## src/rtl/wb_commit_if.sv

```systemverilog
// Instruction, load-data and commit signals between the write-back source
// decoder, data memory and the write-back commit unit.
interface wb_commit_if #(
  parameter int XLEN = 32
);
  // Handshakes: a transfer occurs on a rising edge where valid and ready are
  // both high; valid must not depend on ready, and fields stay stable while
  // valid is high without ready. commit_valid is a one-cycle pulse with no
  // back-pressure.
  logic            in_valid;
  logic            in_ready;
  logic [2:0]      wb_sel;
  logic [4:0]      rd;
  logic [2:0]      funct3;
  logic [XLEN-1:0] pc_plus4;
  logic [XLEN-1:0] alu_result;
  logic [XLEN-1:0] ext_imm;
  logic            mem_rvalid;
  logic [XLEN-1:0] mem_rdata;
  logic            mem_rready;
  logic            commit_valid;
  logic            commit_we;
  logic [4:0]      commit_rd;
  logic [XLEN-1:0] commit_data;

  modport master (
    output in_valid, wb_sel, rd, funct3, pc_plus4, alu_result, ext_imm,
    output mem_rvalid, mem_rdata,
    input  in_ready, mem_rready,
    input  commit_valid, commit_we, commit_rd, commit_data
  );

  modport slave (
    input  in_valid, wb_sel, rd, funct3, pc_plus4, alu_result, ext_imm,
    input  mem_rvalid, mem_rdata,
    output in_ready, mem_rready,
    output commit_valid, commit_we, commit_rd, commit_data
  );
endinterface

```

## src/rtl/wb_commit_unit.sv

```systemverilog
// Write-back commit stage owning the integer register file and its two read ports.
// Define WB_RF_BYPASS_EN to forward the committing value to same-cycle reads.
module wb_commit_unit #(
  parameter int XLEN = 32,
  parameter int NREG = 32
) (
  input  logic            clk,
  input  logic            rst,
  wb_commit_if.slave      bus,
  input  logic [4:0]      rs1_addr,
  input  logic [4:0]      rs2_addr,
  output logic [XLEN-1:0] rs1_data,
  output logic [XLEN-1:0] rs2_data,
  output logic [1:0]      dbg_state
);

  typedef enum logic [1:0] {
    IDLE     = 2'd0,
    WAIT_MEM = 2'd1,
    WRITE    = 2'd2
  } state_t;

  state_t          state, state_next;
  logic [2:0]      sel_q;
  logic [4:0]      rd_q;
  logic [2:0]      funct3_q;
  logic [1:0]      off_q;
  logic [XLEN-1:0] val_q;
  logic [XLEN-1:0] regs [NREG];

  logic            accept;
  logic            load_done;
  logic            we;
  logic [XLEN-1:0] operand;

  function automatic logic [XLEN-1:0] load_ext(input logic [XLEN-1:0] word,
                                               input logic [2:0] f3,
                                               input logic [1:0] off);
    logic [7:0]  b;
    logic [15:0] h;
    b = word[{off, 3'b000} +: 8];
    h = off[1] ? word[31:16] : word[15:0];
    case (f3)
      3'b000:  load_ext = {{(XLEN-8){b[7]}}, b};
      3'b001:  load_ext = {{(XLEN-16){h[15]}}, h};
      3'b100:  load_ext = {{(XLEN-8){1'b0}}, b};
      3'b101:  load_ext = {{(XLEN-16){1'b0}}, h};
      default: load_ext = word;
    endcase
  endfunction

  assign bus.in_ready   = (state == IDLE) && !rst;
  assign bus.mem_rready = (state == WAIT_MEM);
  assign accept         = bus.in_valid && bus.in_ready;
  assign load_done      = (state == WAIT_MEM) && bus.mem_rvalid;
  assign dbg_state      = state;

  // Codes 1xx never write; the latched value is forced to zero for them.
  assign we                = (state == WRITE) && !sel_q[2] && (rd_q != 5'd0);
  assign bus.commit_valid  = (state == WRITE);
  assign bus.commit_we     = we;
  assign bus.commit_rd     = rd_q;
  assign bus.commit_data   = (state == WRITE) ? val_q : '0;

  always_comb begin
    operand = '0;
    case (bus.wb_sel)
      3'b001:  operand = bus.pc_plus4;
      3'b010:  operand = bus.alu_result;
      3'b011:  operand = bus.ext_imm;
      default: operand = '0;
    endcase
  end

  always_ff @(posedge clk or posedge rst) begin
    if (rst) state <= IDLE;
    else     state <= state_next;
  end

  always_comb begin
    state_next = state;
    case (state)
      IDLE:     if (accept) state_next = (bus.wb_sel == 3'b000) ? WAIT_MEM : WRITE;
      WAIT_MEM: if (bus.mem_rvalid) state_next = WRITE;
      WRITE:    state_next = IDLE;
      default:  state_next = IDLE;
    endcase
  end

  always_ff @(posedge clk or posedge rst) begin
    if (rst) begin
      sel_q    <= '0;
      rd_q     <= '0;
      funct3_q <= '0;
      off_q    <= '0;
      val_q    <= '0;
    end else if (accept) begin
      sel_q    <= bus.wb_sel;
      rd_q     <= bus.rd;
      funct3_q <= bus.funct3;
      off_q    <= bus.alu_result[1:0];
      val_q    <= operand;
    end else if (load_done) begin
      val_q    <= load_ext(bus.mem_rdata, funct3_q, off_q);
    end
  end

  always_ff @(posedge clk or posedge rst) begin
    if (rst) begin
      for (int i = 0; i < NREG; i++) regs[i] <= '0;
    end else if (we) begin
      regs[rd_q] <= val_q;
    end
  end

  always_comb begin
    rs1_data = (rs1_addr == 5'd0) ? '0 : regs[rs1_addr];
    rs2_data = (rs2_addr == 5'd0) ? '0 : regs[rs2_addr];
`ifdef WB_RF_BYPASS_EN
    if (we && (rs1_addr == rd_q)) rs1_data = val_q;
    if (we && (rs2_addr == rd_q)) rs2_data = val_q;
`endif
  end

endmodule

```

## src/flat_wrapper.sv

```systemverilog
// flat-port wrapper written by rule: the top's interface ports become plain ports
module wb_commit_unit_flat 
#(
  parameter int XLEN = 32,
  parameter int NREG = 32
)
  (clk, rst, rs1_addr, rs2_addr, rs1_data, rs2_data, dbg_state, bus_in_valid, bus_wb_sel, bus_rd, bus_funct3, bus_pc_plus4, bus_alu_result, bus_ext_imm, bus_mem_rvalid, bus_mem_rdata, bus_in_ready, bus_mem_rready, bus_commit_valid, bus_commit_we, bus_commit_rd, bus_commit_data);
  wb_commit_if #(.XLEN(XLEN)) bus_i ();
  input  logic clk;
  input  logic rst;
  input  logic [4:0] rs1_addr;
  input  logic [4:0] rs2_addr;
  output logic [XLEN-1:0] rs1_data;
  output logic [XLEN-1:0] rs2_data;
  output logic [1:0] dbg_state;
  input wire logic [$bits(bus_i.in_valid)-1:0] bus_in_valid;
  input wire logic [$bits(bus_i.wb_sel)-1:0] bus_wb_sel;
  input wire logic [$bits(bus_i.rd)-1:0] bus_rd;
  input wire logic [$bits(bus_i.funct3)-1:0] bus_funct3;
  input wire logic [$bits(bus_i.pc_plus4)-1:0] bus_pc_plus4;
  input wire logic [$bits(bus_i.alu_result)-1:0] bus_alu_result;
  input wire logic [$bits(bus_i.ext_imm)-1:0] bus_ext_imm;
  input wire logic [$bits(bus_i.mem_rvalid)-1:0] bus_mem_rvalid;
  input wire logic [$bits(bus_i.mem_rdata)-1:0] bus_mem_rdata;
  output wire logic [$bits(bus_i.in_ready)-1:0] bus_in_ready;
  output wire logic [$bits(bus_i.mem_rready)-1:0] bus_mem_rready;
  output wire logic [$bits(bus_i.commit_valid)-1:0] bus_commit_valid;
  output wire logic [$bits(bus_i.commit_we)-1:0] bus_commit_we;
  output wire logic [$bits(bus_i.commit_rd)-1:0] bus_commit_rd;
  output wire logic [$bits(bus_i.commit_data)-1:0] bus_commit_data;
  assign bus_i.in_valid = bus_in_valid;
  assign bus_i.wb_sel = bus_wb_sel;
  assign bus_i.rd = bus_rd;
  assign bus_i.funct3 = bus_funct3;
  assign bus_i.pc_plus4 = bus_pc_plus4;
  assign bus_i.alu_result = bus_alu_result;
  assign bus_i.ext_imm = bus_ext_imm;
  assign bus_i.mem_rvalid = bus_mem_rvalid;
  assign bus_i.mem_rdata = bus_mem_rdata;
  assign bus_in_ready = bus_i.in_ready;
  assign bus_mem_rready = bus_i.mem_rready;
  assign bus_commit_valid = bus_i.commit_valid;
  assign bus_commit_we = bus_i.commit_we;
  assign bus_commit_rd = bus_i.commit_rd;
  assign bus_commit_data = bus_i.commit_data;
  wb_commit_unit #(.XLEN(XLEN), .NREG(NREG)) u_core (.clk(clk), .rst(rst), .bus(bus_i), .rs1_addr(rs1_addr), .rs2_addr(rs2_addr), .rs1_data(rs1_data), .rs2_data(rs2_data), .dbg_state(dbg_state));
endmodule
```

## config.mk

```make
export PLATFORM = sky130hd
export DESIGN_NAME = wb_commit_unit_flat
export DESIGN_NICKNAME = d
export VERILOG_FILES = /design/src/rtl/wb_commit_if.sv /design/src/rtl/wb_commit_unit.sv /design/src/flat_wrapper.sv
export SDC_FILE = /design/constraint.sdc
export NUM_CORES = 2
export LEC_CHECK = 0
export BUFFER_PORTS_ARGS = -buffer_cell sky130_fd_sc_hd__buf_4
export CAP_MARGIN = 20
export CORE_AREA = 4 4 450 318
export DETAILED_ROUTE_END_ITERATION = 6
export DIE_AREA = 0 0 454 322
export HOLD_SLACK_MARGIN = 0.02
export SLEW_MARGIN = 30
export SYNTH_ARGS = -nofsm -noshare
export SYNTH_HDL_FRONTEND = slang
export SYNTH_SLANG_ARGS = --single-unit
```

## constraint.sdc

```tcl
create_clock -name clk -period 36.6 [get_ports clk]
set_input_delay 9.15 -clock clk [delete_from_list [all_inputs] [get_ports clk]]
set_output_delay 9.15 -clock clk [all_outputs]
set_load 0.02 [all_outputs]
```

==> flow_metrics.py <==
metrics = {
    "clock_tree": {
        "tritoncts": "built",
        "post_cts_buffers": 0,
        "hold_buffers": 0,
        "numCtsBuffers": 108,
        "cts_resized": 0,
        "clock_tree.buffer_depth": 3,
        "ctsRootBufferMaster": "clkbuf_16",
        "clkLatencyLatePin_ns": 0.74,
        "path_clk_slew_ns": 0.06,
        "htree_levels": 3,
        "cts_sinks": 1069,
    },
    "global_route": {
        "antenna_found_initial": 5,
        "overflow": 0,
        "first_global_vias": 38348,
        "gr-usage-all-layers_pct": 25.7,
        "grt_max_degree": 166,
        "grt_pass1_wl_microns": 276000,
    },
    "finish": {
        "n_fill_cell": 12123,
        "drive_above_1_share_pct": 53.4,
        "multi_input_area_sq_um": 29300,
        "ff_latch_area_sq_um": 26800,
        "fin_area_sq_um": 65300,
        "area_growth_pct": 12.6,
        "fin_util_pct": 47.2,
        "fin_cells": 5948,
        "nNetsFinal": 4155,
    },
    "detailed_routing": {
        "highest_layer": "met5",
        "drt_iter0_markers": 3731,
        "m1WireLength_microns": 85300,
        "wl_met3_microns": 14800,
        "vias": 37717,
        "dr.pass1.iters": 5,
        "dr_wl_met2_microns": 81700,
        "wl_per_cell_microns": 31.4,
        "drt-vias-per-instance": 6.34,
        "ant_nets": 0,
        "drc": 0,
        "wl_microns": 187000,
    },
    "synthesis": {
        "syn_inst": 3949,
        "yosys_warnings": 0,
        "yosys-top-cells-area": "dfrtp_1 (46%), mux2_2 (20%), mux4_2 (20%), mux2i_1 (2.0%), clkbuf_1 (1.5%)",
        "synth_async_sr_flop_share_pct": 100,
        "syn_area_per_cell_sq_um": 14.7,
        "ys_seq_area_share_pct": 46.1,
        "syn-num-nets": 4102,
        "synth_top_area_share_pct": 46.1,
        "synth_top_area_cell": "dfrtp_1",
        "synth-main-ff-cell": "dfrtp_1",
        "synth_seq_cells": 1069,
        "syn-cell-area_sq_um": 58000,
        "synth-edff-count": 0,
        "synth_cell_types": 45,
    },
    "placed_design": {
        "place_inst": 5745,
        "portBuffers": 259,
        "place_ws_ns": 13.44,
        "hpwl_microns": 114000,
        "post_dp_cell_area_sq_um": 61400,
        "gp_congestion": 0.819,
    },
    "floorplan": {
        "io_pins": 260,
        "die_area_sq_um": 146000,
        "start_util_pct": 41.9,
        "num_rows": 114,
        "core_area_sq_um": 138000,
        "die_x_microns": 454,
        "die-height_microns": 322,
    },
    "min_path": {
        "whs_path_depth": 0,
        "hp-class": "reg2reg",
        "hold_start": "u_core.regs[1018]",
        "hold_end": "u_core.regs[1018]",
    },
    "setup_path": {
        "r2r_slack_ns": 32.87,
        "cp_max_fo": 47,
        "critPathLaunchType": "input port",
        "worstReg2RegEnd": "u_core.regs[566]",
        "end_kind": "primary output",
        "r2r-start": "u_core.dbg_state[1]",
        "critPathRequiredTime_ns": 27.45,
        "r2r_cells": 7,
        "worstSetupPathType": "in2out",
        "critPathArrivalTime_ns": 13.49,
    },
    "sta": {
        "period_share_pct": 61.9,
        "fmax_mhz": 44.2,
        "rsz0062_at_grt": "false",
        "setup_viol": 0,
        "worst_slack_ns": 13.96,
        "finalCriticalPeriod_ns": 22.64,
        "clock_skew_ns": 0.0450,
        "hold_viol": 0,
        "drv_slew": 0,
        "worstMarginPinSlew_ns": 1.02,
        "max_slew_margin_pct": 31.8,
        "fin_hold_ws_ns": 0.393,
        "tns_ns": 0,
    },
    "power_and_ir_drop": {
        "p_leak_nw": 29.7,
        "p_total_mw": 3.46,
        "irDropWorstVdd_v": 0.0000376,
        "power_density_nw_per_um2": 53.0,
    },
    "run_status": {
        "status": "complete, no violations",
    },
    "job": {
        "drv_cap": 0,
    },
}
-- sequential cells by signal (all words and copies together) (netlist names) --
signal and flops:
u_core.sel_q 1, u_core.bus.commit_rd 5, u_core.off_q 2, u_core.dbg_state 2
u_core.funct3_q 3, u_core.val_q 32, u_core.regs 1024
-- final cells by class --
cell class | count | area share [%]
flip-flops and latches | 1069 | 41.0
inverters | 4 | 0.0288
well taps | 1856 | 3.56
clock buffers | 158 | 4.89
repair buffers | 393 | 4.80
clock inverters | 41 | 0.842
multi-input cells | 2426 | 44.9
diodes | 1 | 0.00384
-- worst max-delay path: stages --
cell and delay [ns]:
buf_8 0.37, buf_4 0.73, buf_6 0.64, buf_4 0.72, mux4_2 0.36, a22oi_1 0.09
nand2_1 0.08, a21oi_1 0.06, a2111oi_1 0.83, buf_4 0.28, buf_4 0.15
-- worst max path at each step --
stage | start | end | slack [ns] | cells after the start
2_1_floorplan | rst | u_core.val_q[25] | 9.81 | 6
3_3_place_gp | rs2_addr[1] | rs2_data[15] | 13.24 | 11
3_5_place_dp | rs2_addr[1] | rs2_data[15] | 13.44 | 11
4_1_cts | rs2_addr[1] | rs2_data[15] | 13.44 | 11
5_1_grt | rs2_addr[1] | rs2_data[15] | 13.50 | 11
6_report | rs2_addr[1] | rs2_data[15] | 13.96 | 11
-- metal layers --
metal,track usage (%),vias to the layer above
met4,6.30,2
met5,0,-
met2,37.6,1597
met1,39.4,20592
li1,-,15266
met3,4.94,260
-- Yosys cell counts (9+ instances only) --
library cell  count
dfrtp_1        1069
mux2_2         1043
mux4_2          512
clkbuf_1        237
a21oi_1         149
nor2_1          141
buf_2           128
mux2i_1         115
nand2_1          67
nor2b_1          67
buf_4            56
a211oi_1         49
a22oi_1          46
a221oi_1         43
and2_1           36
a211o_1          30
a2111oi_0        20
buf_6            19
mux2_1           18
o21ai_0          18
buf_1            10
a22o_1            9
o31ai_1           9
-- report_power, final --
| part | internal (mW) | switching (mW) |
|---|---|---|
| Sequential | 1.38 | 0.159 |
| Clock | 0.677 | 0.502 |
| Combinational | 0.398 | 0.345 |
| Total | 2.45 | 1.01 |
-- logic make-up after synthesis --
| kind of cell | Yosys count | synth area share [%] |
|---|---|---|
| muxes | 1688 | 42.5 |
| DFF | 1069 | 46.1 |
| buffers and inverters | 454 | 3.82 |
| AOI/OAI and AO/OA | 387 | 4.53 |
| and+or+nand+nor | 351 | 3.00 |
-- cells in the final DEF, fill, tap and decap left out, types with 15 or more instances in the layout --
cell and instances:
a211o_1 30, dfrtp_1 1064, nand2_1 59, mux2i_1 115, a211oi_1 49, nor2_1 124, clkbuf_1 21, clkbuf_8 28
mux4_2 512, and2_1 36, nor2b_1 62, clkbuf_16 109, mux2_2 1043, nor2_4 15, a221oi_1 43, mux2_1 18
buf_4 372, a22oi_1 46, clkinv_2 17, o21ai_0 18, a21oi_1 148
Power figures use the tool's default switching activity.
